`src/rtl/uart_alu_if.sv`:
```
// Byte-serial ALU front end: receives A, B and opcode from a UART RX FIFO and returns one result byte (plus a status byte when UART_ALU_IF_STATUS_EN is defined).
// The first wr_uart can come 2 cycles after the opcode pop; tx_full stalls the send states with w_data held, and rx_empty stalls the receive states.
module uart_alu_if #(
   parameter int DBIT = 8
) (
   input  logic            clk,
   input  logic            reset,
   input  logic            rx_empty,
   input  logic [DBIT-1:0] r_data,
   output logic            rd_uart,
   input  logic            tx_full,
   output logic            wr_uart,
   output logic [DBIT-1:0] w_data,
   output logic            busy
);

   typedef enum logic [2:0] {
      GET_A,
      GET_B,
      GET_OP,
      CALC,
      SEND_RES
`ifdef UART_ALU_IF_STATUS_EN
      ,
      SEND_STAT
`endif
   } state_t;

   state_t          state, state_n;
   logic [DBIT-1:0] a_reg, b_reg, op_reg, result;
   logic            carry, zero, invalid;

   logic [DBIT-1:0] alu_res;
   logic [DBIT:0]   alu_sum;
   logic            alu_carry, alu_inv;

   always_comb begin
      alu_sum   = {1'b0, a_reg} + {1'b0, b_reg};
      alu_res   = '0;
      alu_carry = 1'b0;
      alu_inv   = 1'b0;
      // Opcode bits 7:6 are don't-care, so the full byte is matched with wildcards.
      casez (op_reg)
         8'b??10_0000: begin alu_res = alu_sum[DBIT-1:0]; alu_carry = alu_sum[DBIT]; end
         8'b??10_0010: begin alu_res = a_reg - b_reg;     alu_carry = (a_reg < b_reg); end
         8'b??10_0100: alu_res = a_reg & b_reg;
         8'b??10_0101: alu_res = a_reg | b_reg;
         8'b??10_0110: alu_res = a_reg ^ b_reg;
         8'b??10_0111: alu_res = ~(a_reg | b_reg);
         8'b??00_0011: alu_res = $signed(a_reg) >>> b_reg[2:0];
         8'b??00_0010: alu_res = a_reg >> b_reg[2:0];
         default:      alu_inv = 1'b1;
      endcase
   end

   always_comb begin
      state_n = state;
      rd_uart = 1'b0;
      wr_uart = 1'b0;
      w_data  = result;
      case (state)
         GET_A:  if (!rx_empty) begin rd_uart = 1'b1; state_n = GET_B;  end
         GET_B:  if (!rx_empty) begin rd_uart = 1'b1; state_n = GET_OP; end
         GET_OP: if (!rx_empty) begin rd_uart = 1'b1; state_n = CALC;   end
         CALC:   state_n = SEND_RES;
         SEND_RES: begin
            if (!tx_full) begin
               wr_uart = 1'b1;
`ifdef UART_ALU_IF_STATUS_EN
               state_n = SEND_STAT;
`else
               state_n = GET_A;
`endif
            end
         end
`ifdef UART_ALU_IF_STATUS_EN
         SEND_STAT: begin
            w_data = {{(DBIT-3){1'b0}}, invalid, zero, carry};
            if (!tx_full) begin
               wr_uart = 1'b1;
               state_n = GET_A;
            end
         end
`endif
         default: state_n = GET_A;
      endcase
      // Strobes and data are forced quiet for the whole reset pulse, not only after the first edge.
      if (reset) begin
         rd_uart = 1'b0;
         wr_uart = 1'b0;
         w_data  = '0;
      end
   end

   assign busy = !reset && (state != GET_A);

   always_ff @(posedge clk) begin
      if (reset) begin
         state   <= GET_A;
         a_reg   <= '0;
         b_reg   <= '0;
         op_reg  <= '0;
         result  <= '0;
         carry   <= 1'b0;
         zero    <= 1'b0;
         invalid <= 1'b0;
      end else begin
         state <= state_n;
         if (state == GET_A  && rd_uart) a_reg  <= r_data;
         if (state == GET_B  && rd_uart) b_reg  <= r_data;
         if (state == GET_OP && rd_uart) op_reg <= r_data;
         if (state == CALC) begin
            result  <= alu_res;
            carry   <= alu_carry;
            zero    <= (alu_res == '0);
            invalid <= alu_inv;
         end
      end
   end

endmodule

```
`config.mk`:
```
export PLATFORM = sky130hd
export DESIGN_NAME = uart_alu_if
export DESIGN_NICKNAME = d
export VERILOG_FILES = /design/src/rtl/uart_alu_if.sv
export SDC_FILE = /design/constraint.sdc
export NUM_CORES = 1
export LEC_CHECK = 0
export BUFFER_PORTS_ARGS = -buffer_cell sky130_fd_sc_hd__buf_2
export CAP_MARGIN = 20
export CORE_MARGIN = 8
export CORE_UTILIZATION = 60
export DETAILED_ROUTE_END_ITERATION = 7
export PLACE_DENSITY = 0.8
export SLEW_MARGIN = 20
export SYNTH_ARGS = -nofsm -noshare
export SYNTH_HDL_FRONTEND = slang
export SYNTH_SLANG_ARGS = --single-unit
export TNS_END_PERCENT = 20
```
`constraint.sdc`:
```
create_clock -name clk -period 5.1 [get_ports clk]
set_clock_uncertainty 0.15 [all_clocks]
set_input_delay 0.51 -clock clk [delete_from_list [all_inputs] [get_ports clk]]
set_output_delay 0.51 -clock clk [all_outputs]
set_load 0.02 [all_outputs]
```
==> metrics.txt, run 1 <==
status completed; final worst path period share 0.598; H-Tree Depth 2; flops & latches, synth 33; Switching Fraction 0.289; Rows 24; Setup crit end result[7]; post-CTS sizing 0; Initial Util 0.618; worst skew pair latency approximately 0.3 ns; max frequency around 0.33 GHz; Layout area overhead 7.85%; reg2reg setup slack ~2.1 ns; layout cells sized above 1 0.140; hold crit path type input port to register; number of synthesized flops with an enable pin 0; total grt overflow 0; Final setup viols 0; post-cts hold buffer count 0; drt via density about 6.4; Mapped Nets approximately 340; CTS Buffer Depth 2; leakage between 1 and 1.5 nW; Synth Area per Inst approximately 8.8 um2; Seq pwr share 0.412; top cells by area, synth dfxtp_1, ha_1, mux2i_1, nor2_1, nand2_1; core area around 4400 um2; r2r endpoint result[7]; Yosys top cell by area dfxtp_1; net switching power roughly 0.00020 W; Crit. Startpoint b_reg[0]; Worst Path Arrival 3.12 ns; Comb pwr share 0.195; Tot Pwr around 0.0007 W; largest net degree at the start of global routing 40; vias in the first global route ~2300; Yosys top cell area share 0.245; cell count of the worst reg-to-reg path 10; max cap viols 0; Post-Syn Area 2690 um2; clock power share 0.394; RSZ-0062 raised after global routing false; Iter 0 DRT Violations 270; Least-Margin Pin Slew 0.659 ns; ant diodes 0; most frequent cells in the layout nor2_1, dfxtp_1, mux2i_1; startpoint types register; Nets 357; CTS tree done; reg2reg start b_reg[0]; detailed-route via count approximately 2400; initial antenna violation count 0; Internal 0.000485 W; global-route usage over all layers 0.200; asr flop ratio synth 0; CTS sink count 33; Cell Pwr Density 235 nW/um2; commonest non-fill, non-tap cell in the layout nor2_1; CTS Buf Count 5; ys flop type dfxtp_1; Worst-path clk slew ~0.08 ns; Setup Fix Bufs, Post-CTS 0; relative slew slack 0.561; Final Max Tran Viols 0; DP Cell Count 365; crit-path max FO 16; first-pass GRT wire length about 11000 um; Cells after Synth 307; Req. time, crit path between 5 and 6 ns; routability cong. ~0.99; maximum vdd ir drop between 0.2 and 0.25 mV; DIE AREA around 6900 um2; post-route insts no fill about 370; final WL roughly 7000 um; CTS root buf clkbuf_8; Residual DRC 0; Warnings, synthesis 0; crit path time final 3.05 ns; setup TNS 0 ns; DIE HEIGHT 83.0 um; sequential fraction of the synthesis area 0.245; DR WL/cell about 19 um; io pins 23; Yosys cell types between 50 and 60; PortBufs 22; crit path kind register to register; Die X approximately 83 um; Hold Violations, Final 0; router iterations before antenna repair 5; capturing element type of the critical path register; HPWL Detailed between 5000 and 6000 um; Routed Antenna Nets 0
## routing by layer
| metal | wire [um] | up-vias | global-route usage |
|---|---|---|---|
| met4 | 296 | 0 | 0.102 |
| li1 | - | 1141 | - |
| met3 | 417 | 30 | 0.0469 |
| met1 | 3070 | 1124 | 0.245 |
| met2 | 3170 | 94 | 0.317 |
| met5 | 0 | - | 0 |
## area by class of cell
class	instances	area [um2]
multi-input cells	239	1870
fillers	361	1450
flip-flops and latches	33	661
repair buffers	23	118
clock buffers	6	82.6
inverters	18	67.6
well taps	52	65.1
clock inverters	2	37.5
## logic make-up (layout without fill, tap and decap cells)
family / after synthesis / count (layout) / synth area share
mux: 35 / 35 / 0.156
xor+xnor: 10 / 10 / 0.0325
buf+inv: 35 / 49 / 0.0613
compound gates: 63 / 63 / 0.173
simple gates: 106 / 106 / 0.213
flops: 33 / 33 / 0.245
fa+ha+maj: 25 / 25 / 0.119
## power groups by stage
stage	Sequential, W	Clock, W	Combinational [W]
floorplan	0.000278	0	0.000107
global placement	0.000286	0	0.000128
detailed placement	0.000286	0	0.000131
CTS	0.000280	0.000270	0.000132
global route	0.000282	0.000278	0.000147
finish	0.000281	0.000268	0.000133
## worst min path at each step
stage / from / end / slack [ns] / depth (start not counted)
floorplan: a_reg[0] / a_reg[0] / 0.36 / 2
finish: r_data[6] / a_reg[6] / 0.31 / 3
detailed placement: result[4] / result[4] / 0.42 / 3
CTS: r_data[6] / a_reg[6] / 0.31 / 3
global placement: result[4] / result[4] / 0.40 / 3
global route: r_data[6] / b_reg[6] / 0.33 / 3
## through the flow
stage | utilization | area (um2) | hold slack [ns] | setup WS [ns]
2_1_floorplan | - | 2690 | 0.361 | 2.36
4_1_cts | 0.667 | 2900 | 0.312 | 2.04
3_5_place_dp | 0.639 | 2780 | 0.419 | 2.09
3_3_place_gp | 0.639 | 2780 | 0.402 | 2.18
5_1_grt | 0.667 | 2900 | 0.328 | 1.83
6_report | 0.667 | 2900 | 0.313 | 2.05
## cells in the mapped netlist, drive strengths merged, types with 2 or more instances
cell     number
o2bb2ai       2
nor4          3
o31ai         5
and3          4
nor3         11
a222oi        2
nand3b        3
and2          5
ha           24
a21oi        11
a2111oi       3
mux4          5
nor2         35
nand3         6
inv          17
dfxtp        33
nor2b        12
a21o          5
buf          11
a22o          3
a211oi        3
nand2        19
clkbuf        6
xor2          2
a22oi         2
o21a          4
xnor2         8
o311ai        2
mux2i        30
nor4b         4
o21ai        10
## worst max-delay path: stages (launching register included)
cell      delay [ns]
dfxtp_1         0.71
inv_1           0.16
ha_1            0.26
a31oi_1         0.22
xnor2_1         0.14
ha_1            0.29
a21o_1          0.18
a21o_1          0.18
a221oi_2        0.32
xnor2_1         0.10
o311ai_1        0.24
No activity file was read; power rests on OpenSTA's default activity.
==> inputs of run 2 (changes only) <==
Clock period 5.1 ns to 2.9 ns, I/O delays scaled along.
==> metrics.txt, run 2 (synthesis gave the netlist of run 1 again) <==
status completed (unchanged); Worst path slowest cell dfxtp_1 (unchanged); Hold Worst Slack 0.101 ns (was 0.313 ns); router iterations before antenna repair 5 (unchanged); PortBufs 22 (unchanged); most frequent cells in the layout nor2_1, dfxtp_1, mux2i_1 (unchanged); max frequency 0.365 GHz (was 0.328 GHz); Iter 0 DRT Violations 202 (was 270); Least-Margin Pin Slew 0.746 ns (was 0.659 ns); Tot Pwr 0.00118 W (was 0.000682 W); met3 routed WL 468 um (was 417 um); met1 wire length 3040 um (was 3070 um); commonest non-fill, non-tap cell in the layout nor2_1 (unchanged); maximum vdd ir drop 0.320 mV (was 0.202 mV); CTS sink count 33 (unchanged); Worst Path Arrival 2.79 ns (was 3.12 ns); worst skew pair latency 0.29 ns (was 0.30 ns); global-route usage over all layers 0.196 (was 0.200); RSZ-0062 raised after global routing false (unchanged); io pins 23 (unchanged); HPWL Detailed 5310 um (was 5180 um); Layout area overhead 11.5% (was 7.85%); relative slew slack 0.490 (was 0.561); capturing element type of the critical path register (unchanged); leakage 1.31 nW (was 1.25 nW); DR WL/cell 18.4 um (was 18.6 um); top sig layer met4 (unchanged); ant diodes 0 (unchanged); initial antenna violation count 0 (unchanged); crit-path max FO 6 (was 16); crit path time final 2.74 ns (was 3.05 ns); DIE HEIGHT 83.0 um (unchanged); Hold Violations, Final 0 (unchanged); Routed Antenna Nets 0 (unchanged); first-pass GRT wire length 11400 um (about the same); worst-path cell chain nor4b_4 -> and2_4 -> mux2i_2 -> ha_1 -> nor2b_1 -> o31a_1 -> a221oi_2 -> xnor2_1 -> o311ai_1 (was inv_1 -> ha_1 -> a31oi_1 -> xnor2_1 -> ha_1 -> a21o_1 -> a21o_1 -> a221oi_2 -> xnor2_1 -> o311ai_1); Req. time, crit path 2.95 ns (was 5.17 ns); final WL 7060 um (was 6950 um); core area 4350 um2 (unchanged); largest net degree at the start of global routing 39 (was 40); final worst path period share 0.945 (was 0.598); Seq pwr share 0.415 (was 0.412); Comb pwr share 0.207 (was 0.195); Initial Util 0.618 (unchanged); Residual DRC 0 (unchanged); vias in the first global route 2369 (was 2298); Cell Pwr Density 393 nW/um2 (was 235 nW/um2); net switching power 0.000345 W (was 0.000197 W); hold crit path type input port to register (unchanged); drt via density 6.37 (was 6.40); H-Tree Depth 2 (unchanged); Rows 24 (unchanged); total grt overflow 0 (unchanged); DIE AREA 6890 um2 (unchanged); Nets 368 (was 357); routability cong. 0.957 (was 0.992); Final setup viols 0 (unchanged); CTS root buf clkbuf_8 (unchanged); Switching Fraction 0.293 (was 0.289); setup TNS 0 ns (unchanged); clock power share 0.378 (was 0.394); layout cells sized above 1 0.181 (was 0.140); CTS tree done (unchanged); startpoint types register (unchanged); Final Max Tran Viols 0 (unchanged); Setup Fix Bufs, Post-CTS 0 (unchanged); CTS Buffer Depth 2 (unchanged); detailed-route via count 2446 (was 2389); Internal 0.000835 W (was 0.000485 W); CTS Buf Count 5 (unchanged); critical path's largest stage delay 0.34 ns (was 0.71 ns); Worst-path clk slew 0.08 ns (about the same); Met2 Routed Length 3360 um (was 3170 um); max cap viols 0 (unchanged); Die X 83.0 um (unchanged); crit path kind register to register (unchanged)
-- run 2: changes by cell type in the layout (fill, tap and decap cells not counted), sizes merged --
cell,delta
buf,+11
clkbuf,-1
clkinvlp,+1
-- run 2: path summary, 6_finish.rpt --
check             slack (ns)       from  cells after the start   endpoint
setup reg to reg        0.16  op_reg[2]                      9  result[7]
hold reg to reg         0.41  result[4]                      3  result[4]
setup / recovery        0.16  op_reg[2]                      9  result[7]
hold / removal          0.10  r_data[7]                      3   a_reg[7]
-- run 2: repair_timing --
item / CTS / global route
endpoints found under the setup margin: 0 / 5
hold buffers: 0 / 0
gates resized for setup: 0 / 6
-- run 2: power groups by stage --
stage / logic (W) / registers [W] / clock network, W
3_5_place_dp: 0.000240 / 0.000499 / 0
6_report: 0.000245 / 0.000490 / 0.000446
4_1_cts: 0.000241 / 0.000488 / 0.000455
2_1_floorplan: 0.000188 / 0.000488 / 0
5_1_grt: 0.000266 / 0.000491 / 0.000470
3_3_place_gp: 0.000233 / 0.000498 / 0
-- run 2: final cells by class --
cell class                 count  area [um2]
multi-input combinational    239        1890
fill                         362        1350
sequential                    33         662
timing repair buffer          34         200
inverter                      18        71.3
clock buffer                   5        68.8
tap                           52        65.1
clock inverter                 3        46.3
-- run 2: metal layers --
metal / vias to the layer above / track usage
met5: - / 0
met4: 0 / 0.0831
met3: 25 / 0.0488
met2: 113 / 0.318
met1: 1137 / 0.239
li1: 1171 / -
-- run 2: critical path: cells and delay by family, from the launching register on --
| family | cells | cell delay, ns |
|---|---|---|
| AO/OA/AOI/OAI | 3 | 0.81 |
| adder cells (fa/ha/maj) | 1 | 0.29 |
| XOR/XNOR | 1 | 0.09 |
| flip-flops | 1 | 0.34 |
| multiplexers | 1 | 0.28 |
| AND/OR/NAND/NOR | 3 | 0.70 |
-- run 2: per-stage QoR --
step                std cells  area, um2  setup WS, ns  utilization
detailed placement        376       2870        0.0411        0.658
finish                    384       3000         0.158        0.689
global route              384       3000        0.0104        0.689
CTS                       384       2980        0.0193        0.685
floorplan                 307       2690         0.157            -
global placement          376       2870         0.206        0.658
==> inputs of run 3 (changes only) <==
Settings changed: ABC_AREA set to 1.
==> metrics.txt, run 3 <==
status completed (unchanged); Hold Violations, Final 0 (unchanged); Worst-path clk slew 0.06 ns (was 0.08 ns); first-pass GRT wire length 11500 um (was 11400 um); detailed-route via count 2721 (was 2446); global-route usage over all layers 0.220 (was 0.196); Final Max Tran Viols 0 (unchanged); Layout area overhead 9.28% (was 11.5%); ys flop type dfxtp_1 (unchanged); Final setup viols 0 (unchanged); CTS Buffer Depth 2 (unchanged); Hold EP a_reg[6] (was a_reg[7]); Warnings, synthesis 0 (unchanged); Req. time, crit path 2.93 ns (was 2.95 ns); Setup Fix Bufs, Post-CTS 0 (unchanged); mux cell area share after synthesis 0 (was 0.156); Least-Margin Pin Slew 0.583 ns (was 0.746 ns); vias in the first global route 2462 (was 2369); startpoint types register (unchanged); drt via density 5.53 (was 6.37); sequential fraction of the synthesis area 0.251 (was 0.245); post-cts hold buffer count 0 (unchanged); Routed Antenna Nets 0 (unchanged); relative slew slack 0.611 (was 0.490); router iterations before antenna repair 5 (unchanged); reg2reg start op_reg[1] (was op_reg[2]); DR WL/cell 14.0 um (was 18.4 um); PortBufs 22 (unchanged); Nets 477 (was 368); cell count of the worst reg-to-reg path 12 (was 9); capturing element type of the critical path register (unchanged); number of synthesized flops with an enable pin 0 (unchanged); Hold Path Origin r_data[6] (was r_data[7]); largest net degree at the start of global routing 26 (was 39); crit path kind register to register (unchanged); Synth Area per Inst 6.29 um2 (was 8.77 um2); Initial Util 0.612 (was 0.618); flops & latches, synth 33 (unchanged); xor/xnor share of the synthesized area 0.0233 (was 0.0325); setup TNS 0 ns (unchanged); commonest non-fill, non-tap cell in the layout nand2_1 (was nor2_1); Post-Syn Area 2630 um2 (was 2690 um2); asr flop ratio synth 0 (unchanged); Yosys top cell by area dfxtp_1 (unchanged); Residual DRC 0 (unchanged); DIE HEIGHT 82.2 um (was 83.0 um); core area 4290 um2 (was 4350 um2); DIE AREA 6760 um2 (was 6890 um2); io pins 23 (unchanged); combinational family with the most area after synthesis simple AND/OR/NAND/NOR gates (unchanged); ant diodes 0 (unchanged); CTS root buf clkbuf_8 (unchanged); most common cell in the netlist nand2_1 (was nor2_1); final worst path period share 0.903 (was 0.945); most instantiated cells after synthesis nand2_1, inv_1, o21ai_0, nor2_1, dfxtp_1 (was nor2_1, dfxtp_1, mux2i_1, ha_1, nand2_1); routability cong. 0.991 (was 0.957); Cells after Synth 418 (was 307); r2r endpoint result[4] (was result[7]); crit-path max FO 9 (was 6); CTS tree done (unchanged); max frequency 0.382 GHz (was 0.365 GHz); most frequent cells in the layout nand2_1, inv_1, o21ai_0 (was nor2_1, dfxtp_1, mux2i_1); Cell Pwr Density 461 nW/um2 (was 393 nW/um2); post-CTS sizing 0 (unchanged); simple logic cell fraction of the synthesized area 0.343 (was 0.213); Die X 82.2 um (was 83.0 um); total of fill cells in the finished design 393 (was 362); CTS sink count 33 (unchanged); worst skew pair latency 0.28 ns (was 0.29 ns); crit path time final 2.62 ns (was 2.74 ns); pre-CTS setup slack 0.322 ns (was 0.0411 ns); reg2reg setup slack 0.28 ns (was 0.16 ns); Mapped Nets 455 (was 344); Yosys top cell area share 0.251 (was 0.245); Worst Path Arrival 2.65 ns (was 2.79 ns); final core utilization 0.669 (was 0.689); Adder-Cell Fraction of Synth Area 0.122 (was 0.119); Yosys cell types 28 (was 59); final WL 6880 um (was 7060 um); H-Tree Depth 2 (unchanged); layout cells sized above 1 0.105 (was 0.181); Rows 24 (unchanged); HPWL Detailed 5410 um (was 5310 um); top cells by area, synth dfxtp_1, nand2_1, ha_1, o21ai_0, inv_1 (was dfxtp_1, ha_1, mux2i_1, nor2_1, nand2_1); leakage 1.42 nW (was 1.31 nW); Final WS setup 0.282 ns (was 0.158 ns); CTS Buf Count 5 (unchanged); initial antenna violation count 0 (unchanged); hold crit path type input port to register (unchanged); RSZ-0062 raised after global routing false (unchanged); hold depth 3 (unchanged); Iter 0 DRT Violations 278 (was 202); max cap viols 0 (unchanged); post-synthesis compound-gate area fraction 0.164 (was 0.173); maximum vdd ir drop 0.306 mV (was 0.320 mV); total grt overflow 0 (unchanged)
==> run 3: area by class of cell <==
class / instances / area [um2] / area share
multi-input combinational: 319 / 1720 / 0.597
sequential: 33 / 661 / 0.230
inverter: 55 / 206 / 0.0718
timing repair buffer: 26 / 140 / 0.0488
clock buffer: 7 / 86.3 / 0.0300
tap: 52 / 65.1 / 0.0226
==> run 3: cells by family after synthesis <==
logic type | count (synthesis)
DFF | 33
buffers and inverters | 66
xor gates and xnor gates | 7
and+or+nand+nor | 205
AOI/OAI and AO/OA | 82
adders and majority gates | 25
==> run 3: worst max-delay path by stage <==
stage,from,endpoint,depth (start not counted)
3_5_place_dp,op_reg[1],result[7],16
5_1_grt,op_reg[1],result[6],16
4_1_cts,op_reg[1],result[7],16
3_3_place_gp,b_reg[0],result[7],18
2_1_floorplan,b_reg[1],result[7],19
6_report,op_reg[1],result[4],12
==> run 3: metal layers <==
metal,vias to the layer above,GRT usage,part of all wire
li1,1394,-,-
met1,1213,0.280,0.46
met2,92,0.350,0.45
met3,22,0.0444,0.059
met4,0,0.0965,0.030
met5,-,0,0
==> run 3: critical path: stages (launching register included) <==
cell and delay (ns):
dfxtp_1 0.45, inv_2 0.09, nor2_2 0.13, nand3_2 0.20
o21ai_0 0.19, xor2_1 0.21, ha_1 0.32, a21oi_1 0.20
nand2_1 0.08, o21ai_0 0.20, nand3b_1 0.15, nand2_1 0.09
nand2_1 0.04
==> run 3: power by group <==
part           leakage [nW]  internal, W  switching [W]
Sequential            0.268     0.000482      0.0000323
Combinational          1.11     0.000164       0.000296
Clock                0.0443     0.000188       0.000162
==> run 3: per-stage QoR <==
step	hold slack [ns]	cell area, um2	cells	total power [W]
after global placement	0.345	2790	485	0.000963
after detailed placement	0.357	2790	485	0.000975
after floorplan	0.326	2630	418	0.000870
after global routing	0.181	2870	492	0.00142
after CTS	0.151	2870	492	0.00132
final	0.156	2870	492	0.00132
